File: config.mk
export PLATFORM = sky130hd
export DESIGN_NAME = intr_ctrl_flat
export DESIGN_NICKNAME = d
export VERILOG_FILES = /design/src/rtl/intr_pkg.sv /design/src/rtl/intr_ctrl_if.sv /design/src/rtl/irq_prio_enc.sv /design/src/rtl/intr_ctrl.sv /design/src/flat_wrapper.sv
export SDC_FILE = /design/constraint.sdc
export NUM_CORES = 1
export LEC_CHECK = 0
export CORE_MARGIN = 8
export CORE_UTILIZATION = 42
export DETAILED_ROUTE_END_ITERATION = 8
export PLACE_DENSITY = 0.77
export SETUP_SLACK_MARGIN = 0.4
export SLEW_MARGIN = 20
export SYNTH_ARGS = -nofsm -noshare
export SYNTH_HDL_FRONTEND = slang
export SYNTH_SLANG_ARGS = --single-unit
File: constraint.sdc
create_clock -name clk -period 1.45 [get_ports clk]
set_input_delay 0.3625 -clock clk [delete_from_list [all_inputs] [get_ports clk]]
set_output_delay 0.3625 -clock clk [all_outputs]
set_load 0.03 [all_outputs]
File: src/rtl/intr_pkg.sv
// Shared types and limits for the MCU interrupt controller.
package intr_pkg;

  localparam int MAX_IRQ = 8;

  typedef enum logic [1:0] {
    ST_IDLE    = 2'd0,
    ST_REQ     = 2'd1,
    ST_SERVICE = 2'd2
  } intr_st_t;

endpackage

File: src/rtl/intr_ctrl_if.sv
// Control-unit <-> interrupt-controller signal bundle; master = control unit side.
interface intr_ctrl_if #(
  parameter int N_IRQ = 4,
  parameter int ID_W  = 2
);
  logic [N_IRQ-1:0] irq;
  logic             ld_mask;
  logic [N_IRQ-1:0] mask_in;
  logic             sei;
  logic             cli;
  logic             int_ack;
  logic             retie;
  logic             retid;
  logic             c_flag;
  logic             z_flag;
  logic             intr;
  logic [ID_W-1:0]  intr_id;
  logic             i_flag;
  logic             shad_c;
  logic             shad_z;
  logic             flg_restore;
  logic [N_IRQ-1:0] pending;

  modport master (
    output irq, ld_mask, mask_in, sei, cli, int_ack, retie, retid, c_flag, z_flag,
    input  intr, intr_id, i_flag, shad_c, shad_z, flg_restore, pending
  );

  modport slave (
    input  irq, ld_mask, mask_in, sei, cli, int_ack, retie, retid, c_flag, z_flag,
    output intr, intr_id, i_flag, shad_c, shad_z, flg_restore, pending
  );
endinterface

File: src/rtl/irq_prio_enc.sv
// Fixed-priority encoder: reports the lowest set index of req (index 0 wins).
// Purely combinational.
module irq_prio_enc #(
  parameter int N_IRQ = 4,
  parameter int ID_W  = 2
) (
  input  logic [N_IRQ-1:0] req,
  output logic             vld,
  output logic [ID_W-1:0]  idx
);

  // Scanning downward leaves the lowest set index as the final assignment.
  always_comb begin
    vld = 1'b0;
    idx = '0;
    for (int i = N_IRQ - 1; i >= 0; i--) begin
      if (req[i]) begin
        vld = 1'b1;
        idx = ID_W'(i);
      end
    end
  end

endmodule

File: src/rtl/intr_ctrl.sv
// Edge-latched, fixed-priority interrupt controller with I flag and C/Z shadow flags.
// IRQ rise -> PENDING after one edge -> INTR after the next; INTR_ID frozen while requesting.
module intr_ctrl
  import intr_pkg::*;
#(
  parameter int N_IRQ = 4,
  parameter int ID_W  = 2
) (
  input  logic        clk,
  input  logic        rst,
  intr_ctrl_if.slave  bus
);

  intr_st_t         state, state_nxt;
  logic [N_IRQ-1:0] irq_q, pending, mask, evt, elig, clr;
  logic             win_vld;
  logic [ID_W-1:0]  win_idx, intr_id;
  logic             intr, i_flag, shad_c, shad_z, flg_restore;
  logic             take_ack, reti;

  assign evt      = bus.irq & ~irq_q;
  assign elig     = pending & mask;
  assign take_ack = (state == ST_REQ) && bus.int_ack;
  assign reti     = (state == ST_SERVICE) && (bus.retie || bus.retid);

  irq_prio_enc #(.N_IRQ(N_IRQ), .ID_W(ID_W)) u_prio_enc (
    .req (elig),
    .vld (win_vld),
    .idx (win_idx)
  );

  always_comb begin
    clr = '0;
    for (int i = 0; i < N_IRQ; i++) begin
      clr[i] = take_ack && (intr_id == ID_W'(i));
    end
  end

  always_ff @(posedge clk) begin
    if (rst) state <= ST_IDLE;
    else     state <= state_nxt;
  end

  // Leaving REQ on a masked grant keeps the pending bit for later service.
  always_comb begin
    state_nxt = state;
    case (state)
      ST_IDLE:    if (i_flag && win_vld) state_nxt = ST_REQ;
      ST_REQ:     if (bus.int_ack)                   state_nxt = ST_SERVICE;
                  else if (bus.cli || !mask[intr_id]) state_nxt = ST_IDLE;
      ST_SERVICE: if (bus.retie || bus.retid)        state_nxt = ST_IDLE;
      default:    state_nxt = ST_IDLE;
    endcase
  end

  always_ff @(posedge clk) begin
    if (rst) begin
      irq_q       <= '0;
      pending     <= '0;
      mask        <= '1;
      intr_id     <= '0;
      intr        <= 1'b0;
      i_flag      <= 1'b0;
      shad_c      <= 1'b0;
      shad_z      <= 1'b0;
      flg_restore <= 1'b0;
    end else begin
      irq_q       <= bus.irq;
      // OR-ing events after the clear lets a same-cycle new edge survive the ACK.
      pending     <= (pending & ~clr) | evt;
      intr        <= (state_nxt == ST_REQ);
      flg_restore <= reti;
      if (bus.ld_mask) mask <= bus.mask_in;
      if (state == ST_IDLE && state_nxt == ST_REQ) intr_id <= win_idx;
      if (take_ack) begin
        shad_c <= bus.c_flag;
        shad_z <= bus.z_flag;
      end
      if (take_ack)     i_flag <= 1'b0;
      else if (reti)    i_flag <= !bus.retid;
      else if (bus.cli) i_flag <= 1'b0;
      else if (bus.sei) i_flag <= 1'b1;
    end
  end

  assign bus.intr        = intr;
  assign bus.intr_id     = intr_id;
  assign bus.i_flag      = i_flag;
  assign bus.shad_c      = shad_c;
  assign bus.shad_z      = shad_z;
  assign bus.flg_restore = flg_restore;
  assign bus.pending     = pending;

endmodule

File: src/flat_wrapper.sv
// flat-port wrapper written by rule: the top's interface ports become plain ports
module intr_ctrl_flat import intr_pkg::*;
#(
  parameter int N_IRQ = 4,
  parameter int ID_W  = 2
)
  (clk, rst, bus_irq, bus_ld_mask, bus_mask_in, bus_sei, bus_cli, bus_int_ack, bus_retie, bus_retid, bus_c_flag, bus_z_flag, bus_intr, bus_intr_id, bus_i_flag, bus_shad_c, bus_shad_z, bus_flg_restore, bus_pending);
  intr_ctrl_if #(.N_IRQ(N_IRQ), .ID_W(ID_W)) bus_i ();
  input  logic clk;
  input  logic rst;
  input wire logic [$bits(bus_i.irq)-1:0] bus_irq;
  input wire logic [$bits(bus_i.ld_mask)-1:0] bus_ld_mask;
  input wire logic [$bits(bus_i.mask_in)-1:0] bus_mask_in;
  input wire logic [$bits(bus_i.sei)-1:0] bus_sei;
  input wire logic [$bits(bus_i.cli)-1:0] bus_cli;
  input wire logic [$bits(bus_i.int_ack)-1:0] bus_int_ack;
  input wire logic [$bits(bus_i.retie)-1:0] bus_retie;
  input wire logic [$bits(bus_i.retid)-1:0] bus_retid;
  input wire logic [$bits(bus_i.c_flag)-1:0] bus_c_flag;
  input wire logic [$bits(bus_i.z_flag)-1:0] bus_z_flag;
  output wire logic [$bits(bus_i.intr)-1:0] bus_intr;
  output wire logic [$bits(bus_i.intr_id)-1:0] bus_intr_id;
  output wire logic [$bits(bus_i.i_flag)-1:0] bus_i_flag;
  output wire logic [$bits(bus_i.shad_c)-1:0] bus_shad_c;
  output wire logic [$bits(bus_i.shad_z)-1:0] bus_shad_z;
  output wire logic [$bits(bus_i.flg_restore)-1:0] bus_flg_restore;
  output wire logic [$bits(bus_i.pending)-1:0] bus_pending;
  assign bus_i.irq = bus_irq;
  assign bus_i.ld_mask = bus_ld_mask;
  assign bus_i.mask_in = bus_mask_in;
  assign bus_i.sei = bus_sei;
  assign bus_i.cli = bus_cli;
  assign bus_i.int_ack = bus_int_ack;
  assign bus_i.retie = bus_retie;
  assign bus_i.retid = bus_retid;
  assign bus_i.c_flag = bus_c_flag;
  assign bus_i.z_flag = bus_z_flag;
  assign bus_intr = bus_i.intr;
  assign bus_intr_id = bus_i.intr_id;
  assign bus_i_flag = bus_i.i_flag;
  assign bus_shad_c = bus_i.shad_c;
  assign bus_shad_z = bus_i.shad_z;
  assign bus_flg_restore = bus_i.flg_restore;
  assign bus_pending = bus_i.pending;
  intr_ctrl #(.N_IRQ(N_IRQ), .ID_W(ID_W)) u_core (.clk(clk), .rst(rst), .bus(bus_i));
endmodule
==> summary.txt, run 1 <==
CTS
  • Sink Count: 21
  • Root Buffer: clkbuf_4
  • Hold buffers post-CTS: 0
  • Worst skew pair latency: 0.31 ns
  • H-tree levels: 1
  • Clock buffer count from CTS: 3
  • Clk buf depth: 2
  • TritonCTS clock tree: yes
  • CTS clk-pin slew, worst paths: 0.11 ns

Finish
  • Cell Count, Final, Fillers Out: 148
  • Diodes inserted: 0
  • # fillers: 136
  • P&R area growth vs syn: 64.93%
  • Fraction of layout cells with a size suffix above 1: 42.15%
  • Multi-input logic area: 452.9 um2
  • Storage cell area: 447.9 um2
  • Fin nets: 140

Placement
  • Routability Congestion: 0.7577
  • DP HPWL: 1.457 mm
  • IO buf count: 28
  • DP Cell Count: 139
  • Place WS: -0.1680 ns

Yosys
  • Share of the yosys chip area belonging to registers: 51.45%
  • Synth Register Bits: 21
  • EDFF count, synth: 0
  • Dominant synthesized flop cell: dfxtp_1
  • Syn Nets: 99
  • Most common cell in the netlist: dfxtp_1
  • Synth top cells by count: dfxtp_1, nor2b_1, a21oi_1
  • Async S/R FF share, synth: 0%
  • Post-synthesis cell count: 81
  • Synth top area cells: dfxtp_1, nor2b_1, a211o_1
  • Yosys cell types: 22
  • Warnings from Yosys: 0
  • Largest area contributor in the netlist: dfxtp_1
  • Mapped cell area: 817.0 um2
  • Avg Inst Size Synth: 10.09 um2
  • Yosys top cell area share: 51.45%

Critical path
  • Crit-path slowest cell: dfxtp_2
  • Critical path class: reg -> reg
  • Arrival @ worst endpoint: 1.46 ns
  • Crit path max fanout: 3
  • CP peak stage delay: 0.36 ns
  • CP Capture Type: flip-flop
  • Crit start category: flip-flop
  • Cell repeated most along the worst path: buf_4
  • Cell chain of the critical path: buf_4 > a22o_1 > o21ai_4 > buf_4 > a221oi_2
  • Buffers plus inverters on the worst setup path: 2
  • CP delay by family, top: compound AO/OA/AOI/OAI gates
  • Crit path required time: 1.68 ns

Power and ir drop
  • Power per Cell Area: 853.9 nW/um2
  • Combinational Power Share: 20.6%
  • NetSw: 311.3 uW
  • Int Power: 839.3 uW
  • Peak supply drop: 0.7172 mV
  • Switching Share: 27.05%
  • Clock share of power: 24.5%
  • Sequential Power Share: 54.8%
  • Lkg Pwr: 0.0005391 uW

Timing
  • Final WS setup: 0.2220 ns
  • Fin Clk Skew: 0.002179 ns
  • Final setup vio count: 0
  • Worst slew pin tran: 0.2832 ns
  • Hold Vio Cnt, Final: 0
  • FMAX: 814.3 MHz
  • RSZ-0062 raised after global routing: true
  • Final worst path period share: 84.69%
  • Min Tclk post-route: 1.228 ns
  • Fin. max-slew vios: 0
  • Setup_tns: 0 ns
  • Relative slew slack: 81.12%

Floorplan
  • Die ar.: 3613 um2
  • Die Y-Extent: 60.11 um
  • Chip width: 60.11 um
  • # rows: 16
  • Core area: 1902 um2
  • Initial Utilization: 42.96%
  • I/O pin cnt: 29

Global route
  • Largest net degree at the start of global routing: 22
  • Grt ovf: 0
  • Vias in the first global route: 743
  • Gr usage total: 12.34%
  • Initial antenna violation count: 0
  • First-pass GRT wire length: 3.346 mm

Routing
  • Met3 wire length: 90 um
  • Total Routed Length: 2.242 mm
  • DRC: 0
  • DRT met1 WL: 868 um
  • DR vias: 760
  • Post-route ant nets: 0
  • DR iter-0 viols: 9
  • Avg WL per Cell: 15.15 um
  • Vias per std cell: 5.135
  • DR pass1 iterations: 4
  • Max Used Layer: met4
  • Routed wl met2: 1.224 mm

Job
  • Max-Cap Viols: 0

Status
  • Outcome: finished clean

Worst hold path
  • Hold Crit Class: in -> reg
worst register-to-register path: stages (launching register included):
cell and delay [ns]:
dfxtp_2 0.36, buf_4 0.13, a22o_1 0.22, o21ai_4 0.08, buf_4 0.15, a221oi_2 0.21
kinds of logic after synthesis:
group,after synthesis,synth area share [%]
mux,3,5.667
flops,21,51.45
compound gates,26,21.59
buf+inv,2,0.9192
simple gates,29,20.37
per-stage QoR:
stage	cell area (um2)	power, uW	utilization [%]	hold slack, ns
after floorplan	837.1	736.2	-	0.4549
after global placement	1194	840.6	62.76	0.4637
after detailed placement	1194	845.0	62.76	0.4743
after CTS	1284	1129	67.50	0.4925
after global routing	1348	1209	70.86	0.4063
final	1348	1151	70.86	0.4166
area by class of cell:
| cell class | instances | share of cell area (%) |
|---|---|---|
| clock buffers | 3 | 1.671 |
| repair buffers | 38 | 28.60 |
| well taps | 27 | 2.507 |
| flip-flops and latches | 21 | 33.24 |
| multi-input cells | 58 | 33.61 |
| clock inverters | 1 | 0.3714 |
metal layers:
metal  vias up  GRT usage, %
li1        374             -
met1       361         12.65
met2        19         21.80
met4         0         4.422
met5         -             0
met3         6         4.946
flip-flops by register name (all words and copies together) (netlist names):
name,count
u_core.bus.pending,4
u_core.irq_q,4
u_core.bus.flg_restore,1
u_core.bus.i_flag,1
u_core.bus.intr,1
u_core.bus.shad_z,1
u_core.mask,4
u_core.bus.shad_c,1
u_core.state,2
u_core.bus.intr_id,2
what timing repair did:
action,in CTS,in global routing
hold endpoints to repair,0,0
resized for setup,94,10
buffers inserted,3,2
pin swaps,4,8
setup endpoints to repair,25,22
path summary, 6_finish.rpt:
| kind | start | slack, ns | endpoint | cells after the start |
|---|---|---|---|---|
| worst max register to register | u_core.bus.pending[1] | 0.22 | u_core.state[0] | 5 |
| worst min-delay path | bus_cli | 0.42 | u_core.state[0] | 4 |
| worst max-delay path | u_core.bus.pending[1] | 0.22 | u_core.state[0] | 5 |
| worst min register to register | u_core.irq_q[2] | 0.49 | u_core.bus.pending[2] | 2 |
power groups by stage:
stage | clock, uW | combinational (uW) | sequential [uW]
2_1_floorplan | 0 | 68.9 | 667
3_3_place_gp | 0 | 201 | 640
3_5_place_dp | 0 | 205 | 640
4_1_cts | 283 | 217 | 628
5_1_grt | 320 | 253 | 635
6_report | 282 | 237 | 631
layout by cell type, fill, tap and decap left out, types with 2 or more instances in the layout:
cell,instances
o21ai_2,3
a211o_1,5
dlygate4sd2_1,2
dfxtp_4,5
clkbuf_4,3
nor2b_1,9
nand2_1,4
dfxtp_2,7
clkdlybuf4s50_1,14
nand2b_1,6
buf_4,8
nor2_1,5
buf_6,12
mux2i_1,2
a21oi_2,2
a221oi_2,2
a21oi_1,6
dfxtp_1,9
Power figures use the tool's default switching activity.
==> inputs of run 2 (changes only) <==
--- a/config.mk
+++ b/config.mk
@@ -6,9 +6,9 @@
 export NUM_CORES = 1
 export LEC_CHECK = 0
 export CORE_MARGIN = 8
-export CORE_UTILIZATION = 42
+export CORE_UTILIZATION = 38
 export DETAILED_ROUTE_END_ITERATION = 8
-export PLACE_DENSITY = 0.77
+export PLACE_DENSITY = 0.73
 export SETUP_SLACK_MARGIN = 0.4
 export SLEW_MARGIN = 20
 export SYNTH_ARGS = -nofsm -noshare
==> constraint.sdc (replaced) <==
create_clock -name clk -period 1 [get_ports clk]
set_input_delay 0.25 -clock clk [delete_from_list [all_inputs] [get_ports clk]]
set_output_delay 0.25 -clock clk [all_outputs]
set_load 0.03 [all_outputs]
==> run 2 against run 1 <==
Effect of this change:
- the run now ends with negative setup slack left
- sequential share of layout area decreased by 3.6 points
- first-iteration DRC count increased by 44%
- clock power increased by 42%
- flip-flop and latch count unchanged
- non-clock buffer count increased by 17
- via count increased by 10%
==> summary.txt, run 2 (synthesis results as in run 1) <==
CTS
  • Root Buffer: clkbuf_4
  • H-tree levels: 1
  • TritonCTS clock tree: yes
  • CTS clk-pin slew, worst paths: 0.11 ns
  • Sink Count: 21
  • Worst skew pair latency: 0.30 ns
  • Clock buffer count from CTS: 3
  • Clk buf depth: 2
  • Hold buffers post-CTS: 0

Job
  • Max-Cap Viols: 0

Status
  • Outcome: complete, but fails checks
  • Failing checks: negative setup slack

Floorplan
  • Chip width: 62.37 um
  • Die ar.: 3890 um2
  • Core area: 2002 um2
  • # rows: 16
  • Initial Utilization: 40.81%
  • Die Y-Extent: 62.37 um
  • I/O pin cnt: 29

Timing
  • RSZ-0062 raised after global routing: true
  • Final worst path period share: 121.9%
  • Fin. max-slew vios: 0
  • Min Tclk post-route: 1.219 ns
  • Worst slew pin tran: 0.2887 ns
  • Setup_tns: -2.823 ns
  • Hold WS: 0.1974 ns
  • Hold Vio Cnt, Final: 0
  • Fin Clk Skew: 0.001135 ns
  • FMAX: 820.6 MHz
  • Final WS setup: -0.2186 ns
  • Final setup vio count: 23
  • Relative slew slack: 80.75%

Critical path
  • Critical path class: reg -> reg
  • Crit path required time: 1.20 ns
  • CP Capture Type: flip-flop
  • CP delay by family, top: flip-flops
  • Arrival @ worst endpoint: 1.42 ns
  • Crit start category: flip-flop
  • Cell chain of the critical path: nor3b_4 > buf_4 > a21oi_2 > a211oi_1
  • Buffers plus inverters on the worst setup path: 1
  • Crit-path slowest cell: dfxtp_4
  • CP peak stage delay: 0.39 ns
  • Crit path max fanout: 5

Placement
  • IO buf count: 28
  • DP HPWL: 1.648 mm
  • Routability Congestion: 0.7830
  • Place WS: -0.4084 ns

Power and ir drop
  • Peak supply drop: 0.9807 mV
  • Power per Cell Area: 1096 nW/um2
  • Lkg Pwr: 0.0007004 uW
  • Total Power: 1752 uW

Finish
  • Top Registers: u_core.bus.pending x4, u_core.irq_q x4, u_core.mask x4
  • Fin nets: 157
  • Fraction of layout cells with a size suffix above 1: 59.42%
  • Fin util: 79.88%
  • Most common cell after layout, fill and taps aside: buf_6
  • Diodes inserted: 0
  • P&R area growth vs syn: 95.71%
  • # fillers: 121
  • Commonest non-fill, non-tap cells in the layout: buf_6, buf_4, dfxtp_4

Global route
  • Gr usage total: 13.43%
  • Vias in the first global route: 897
  • Grt ovf: 0
  • Largest net degree at the start of global routing: 13
  • First-pass GRT wire length: 4.271 mm
  • Initial antenna violation count: 0

Routing
  • Avg WL per Cell: 16.89 um
  • DR vias: 837
  • DRC: 0
  • Total Routed Length: 2.787 mm
  • Post-route ant nets: 0
  • Vias per std cell: 5.073
  • DR iter-0 viols: 13
  • DR pass1 iterations: 4

Worst hold path
  • Hold Crit Class: in -> reg
-- run 2: cell count changes in the layout (fill, tap and decap cells not counted), sizes merged --
cell and change:
clkdlybuf4s50 -3, dlymetal6s2s +3, clkbuf +1, dlygate4sd2 -2, buf +18
-- run 2: area by class of cell --
class                           count  area (um2)  share of cell area [%]
Sequential cell                    21       474.2                   29.66
Clock inverter                      1       5.005                  0.3130
Clock buffer                        3       22.52                   1.408
Tap cell                           27       33.78                   2.113
Multi-Input combinational cell     58       511.7                   32.00
Timing Repair Buffer               55       551.8                   34.51
-- run 2: final timing paths --
check	depth (start not counted)	from	slack [ns]	end
max	4	u_core.state[0]	-0.22	u_core.bus.intr_id[1]
min	2	bus_irq[2]	0.20	u_core.irq_q[2]
max reg2reg	4	u_core.state[0]	-0.22	u_core.bus.intr_id[1]
min reg2reg	2	u_core.irq_q[2]	0.48	u_core.bus.pending[2]
-- run 2: per-layer routing --
metal  wire [um]  GRT usage (%)
met5           0              0
met2        1563          25.61
met3          90          4.480
met1        1092          13.79
met4          41          2.564
-- run 2: per-stage QoR --
| step | instance area [um2] | cells |
|---|---|---|
| after floorplan | 890.9 | 81 |
| after global placement | 1289 | 151 |
| after detailed placement | 1289 | 151 |
| after CTS | 1476 | 162 |
| after global routing | 1599 | 165 |
| final | 1599 | 165 |
-- run 2: report_power, final --
group / switching, uW / leakage, uW / total [uW] / internal [uW]
Sequential: 38.4 / 0.000181 / 901 / 863
Combinational: 188 / 0.000501 / 450 / 262
Clock: 251 / 0.0000177 / 401 / 150
-- run 2: what timing repair did --
action	4_1_cts	5_1_grt
pin swaps	2	5
resized for setup	40	29
cloned	1	0
buffers inserted	6	3
endpoints found under the setup margin	32	32
==> inputs of run 3 (changes only) <==
--- a/config.mk
+++ b/config.mk
@@ -5,7 +5,7 @@
 export SDC_FILE = /design/constraint.sdc
 export NUM_CORES = 1
 export LEC_CHECK = 0
-export CORE_MARGIN = 8
+export CORE_ASPECT_RATIO = 1.25
 export CORE_UTILIZATION = 38
 export DETAILED_ROUTE_END_ITERATION = 8
 export PLACE_DENSITY = 0.73
==> run 3 against run 2 <==
Effect of this change:
- the run ends with design-rule violations, negative setup slack left
- core utilization grew 0.40 points
- sequential share of layout area is essentially flat
- wire length is 14% lower
- clock skew up 0.0040 ns
- register-to-register slack about the same
- sequential power is essentially flat
- combinational power increased by 2%
- worst setup slack lost 0.018 ns
- final area is 0.63% higher
- die area is 40% lower
- maximum frequency shrank 1.5%
- final cell count down 3.0%
- critical endpoint is now u_core.state[0]
==> summary.txt, run 3 (synthesis results as in run 1) <==
Status
  • Outcome: complete, but fails checks
  • Failing checks: design-rule violations, negative setup slack

Global route
  • First-pass GRT wire length: 3.360 mm
  • Largest net degree at the start of global routing: 12
  • Gr usage total: 20.04%
  • Initial antenna violation count: 0
  • Vias in the first global route: 807
  • Grt ovf: 0

Job
  • Max-Cap Viols: 0

Timing
  • Worst slew pin tran: 0.2656 ns
  • Fin Clk Skew: 0.005107 ns
  • Min Tclk post-route: 1.236 ns
  • Final WS setup: -0.2365 ns
  • Hold Vio Cnt, Final: 0
  • Final worst path period share: 123.6%
  • Relative slew slack: 82.30%
  • RSZ-0062 raised after global routing: true
  • Fin. max-slew vios: 0
  • Final setup vio count: 23
  • FMAX: 808.7 MHz

Routing
  • Total Routed Length: 2.409 mm
  • DR pass1 iterations: 6
  • Avg WL per Cell: 15.06 um
  • DR iter-0 viols: 37
  • DR vias: 868
  • DRC: 7
  • Post-route ant nets: 0
  • Vias per std cell: 5.425

CTS
  • Root Buffer: clkbuf_4
  • TritonCTS clock tree: yes
  • Worst skew pair latency: 0.31 ns
  • Clock buffer count from CTS: 3
  • Sink Count: 21
  • H-tree levels: 1
  • Clk buf depth: 2
  • CTS clk-pin slew, worst paths: 0.11 ns

Critical path
  • Cell chain of the critical path: clkdlybuf4s50_1 > buf_4 > nor4b_4 > nand2_1 > a221oi_1
  • Critical path class: in -> reg
  • Crit start category: input pin
  • CP Capture Type: flip-flop
  • Reg-to-Reg End: u_core.bus.intr_id[0]
  • Crit path required time: 1.22 ns
  • Arrival @ worst endpoint: 1.46 ns
  • Crit-path slowest cell: clkdlybuf4s50_1
  • Worst Reg-to-Reg Cells: 5
  • Crit path max fanout: 2
  • Buffers plus inverters on the worst setup path: 2
  • RR Startpoint: u_core.bus.pending[3]
  • CP peak stage delay: 0.45 ns
  • CP delay by family, top: buffers and inverters
  • R2r setup slk: -0.21 ns

Finish
  • Cell Count, Final, Fillers Out: 160
  • Fin nets: 159
  • Top Registers: u_core.bus.pending x4, u_core.irq_q x4, u_core.mask x4
  • P&R area growth vs syn: 96.94%
  • Most common cell after layout, fill and taps aside: buf_6
  • Fraction of layout cells with a size suffix above 1: 57.86%
  • Diodes inserted: 0
  • Commonest non-fill, non-tap cells in the layout: buf_6, buf_4, dfxtp_4

Placement
  • DP Cell Count: 142
  • DP HPWL: 1.375 mm
  • Routability Congestion: 0.7571
  • IO buf count: 28

Worst hold path
  • Hold Crit Class: in -> reg
  • Hold Crit Endpoint: u_core.irq_q[2]
  • HP Start: bus_irq[2]
  • Worst Hold Depth: 2

Floorplan
  • Die ar.: 2341 um2
  • Core area: 2004 um2
  • Chip width: 43.48 um
  • I/O pin cnt: 29
  • Initial Utilization: 40.76%
  • Die Y-Extent: 53.84 um
  • # rows: 18

Power and ir drop
  • Power per Cell Area: 1095 nW/um2
  • Peak supply drop: 0.9456 mV
  • Total Power: 1762 uW
  • Lkg Pwr: 0.0006928 uW
==> run 3: changes by cell type in the layout (fill, tap and decap cells not counted), moves of 2 or more <==
| cell | change |
|---|---|
| buf_4 | +5 |
| buf_6 | -3 |
| nor2b_1 | +3 |
| nor2b_4 | -3 |
| o21ai_1 | -2 |
==> run 3: where the power goes <==
| part | switching [uW] | internal, uW |
|---|---|---|
| clock | 248 | 156 |
| sequential | 38.3 | 862 |
| combinational | 182 | 275 |
| total | 469 | 1290 |
==> run 3: through the flow <==
stage               setup slack [ns]  hold slack, ns  area [um2]  utilization (%)  TNS (ns)
floorplan                    -0.1831          0.3678       890.9                -   -0.7760
global placement             -0.4649          0.4611        1265            63.11    -5.921
detailed placement           -0.4934          0.4641        1265            63.11    -6.300
CTS                          -0.1814          0.3936        1479            73.78    -2.695
global route                 -0.2903          0.2038        1609            80.27    -4.104
finish                       -0.2365          0.1855        1609            80.27    -3.013
==> run 3: what timing repair did <==
item / CTS / global route
setup buffers: 9 / 4
pin swaps: 3 / 6
gates cloned: 1 / 0
setup endpoints to repair: 32 / 31
hold buffers: 0 / 0
resized for setup: 33 / 26
==> run 3: how the worst max path moves through the flow <==
stage | start | end | slack, ns | cells past startpoint
3_5_place_dp | bus_int_ack | u_core.bus.intr | -0.49 | 5
4_1_cts | u_core.bus.pending[3] | bus_pending[3] | -0.18 | 2
2_1_floorplan | u_core.bus.intr_id[0] | u_core.state[0] | -0.18 | 3
5_1_grt | bus_int_ack | u_core.state[0] | -0.29 | 5
6_report | bus_int_ack | u_core.state[0] | -0.24 | 5
3_3_place_gp | bus_int_ack | u_core.bus.pending[0] | -0.46 | 4
==> run 3: cell type report <==
class / instances / area (um2)
sequential: 21 / 476.7
multi-input combinational: 58 / 500.5
tap: 20 / 25.02
clock buffer: 4 / 26.28
fill: 108 / 395.4
timing repair buffer: 57 / 580.6
==> run 3: routing by layer <==
| metal | GRT usage [%] | wire length, um | up-vias |
|---|---|---|---|
| met5 | 0 | 0 | - |
| met4 | 14.06 | 67 | 0 |
| met1 | 21.60 | 992 | 420 |
| met2 | 35.35 | 1267 | 24 |
| met3 | 3.691 | 81 | 7 |
| li1 | - | - | 417 |
==> run 3: worst reg2reg max path, stage by stage (launching register included) <==
cell,delay (ns)
dfxtp_4,0.36
buf_4,0.13
a22o_4,0.23
o21ai_4,0.19
a211o_1,0.15
a21oi_2,0.05
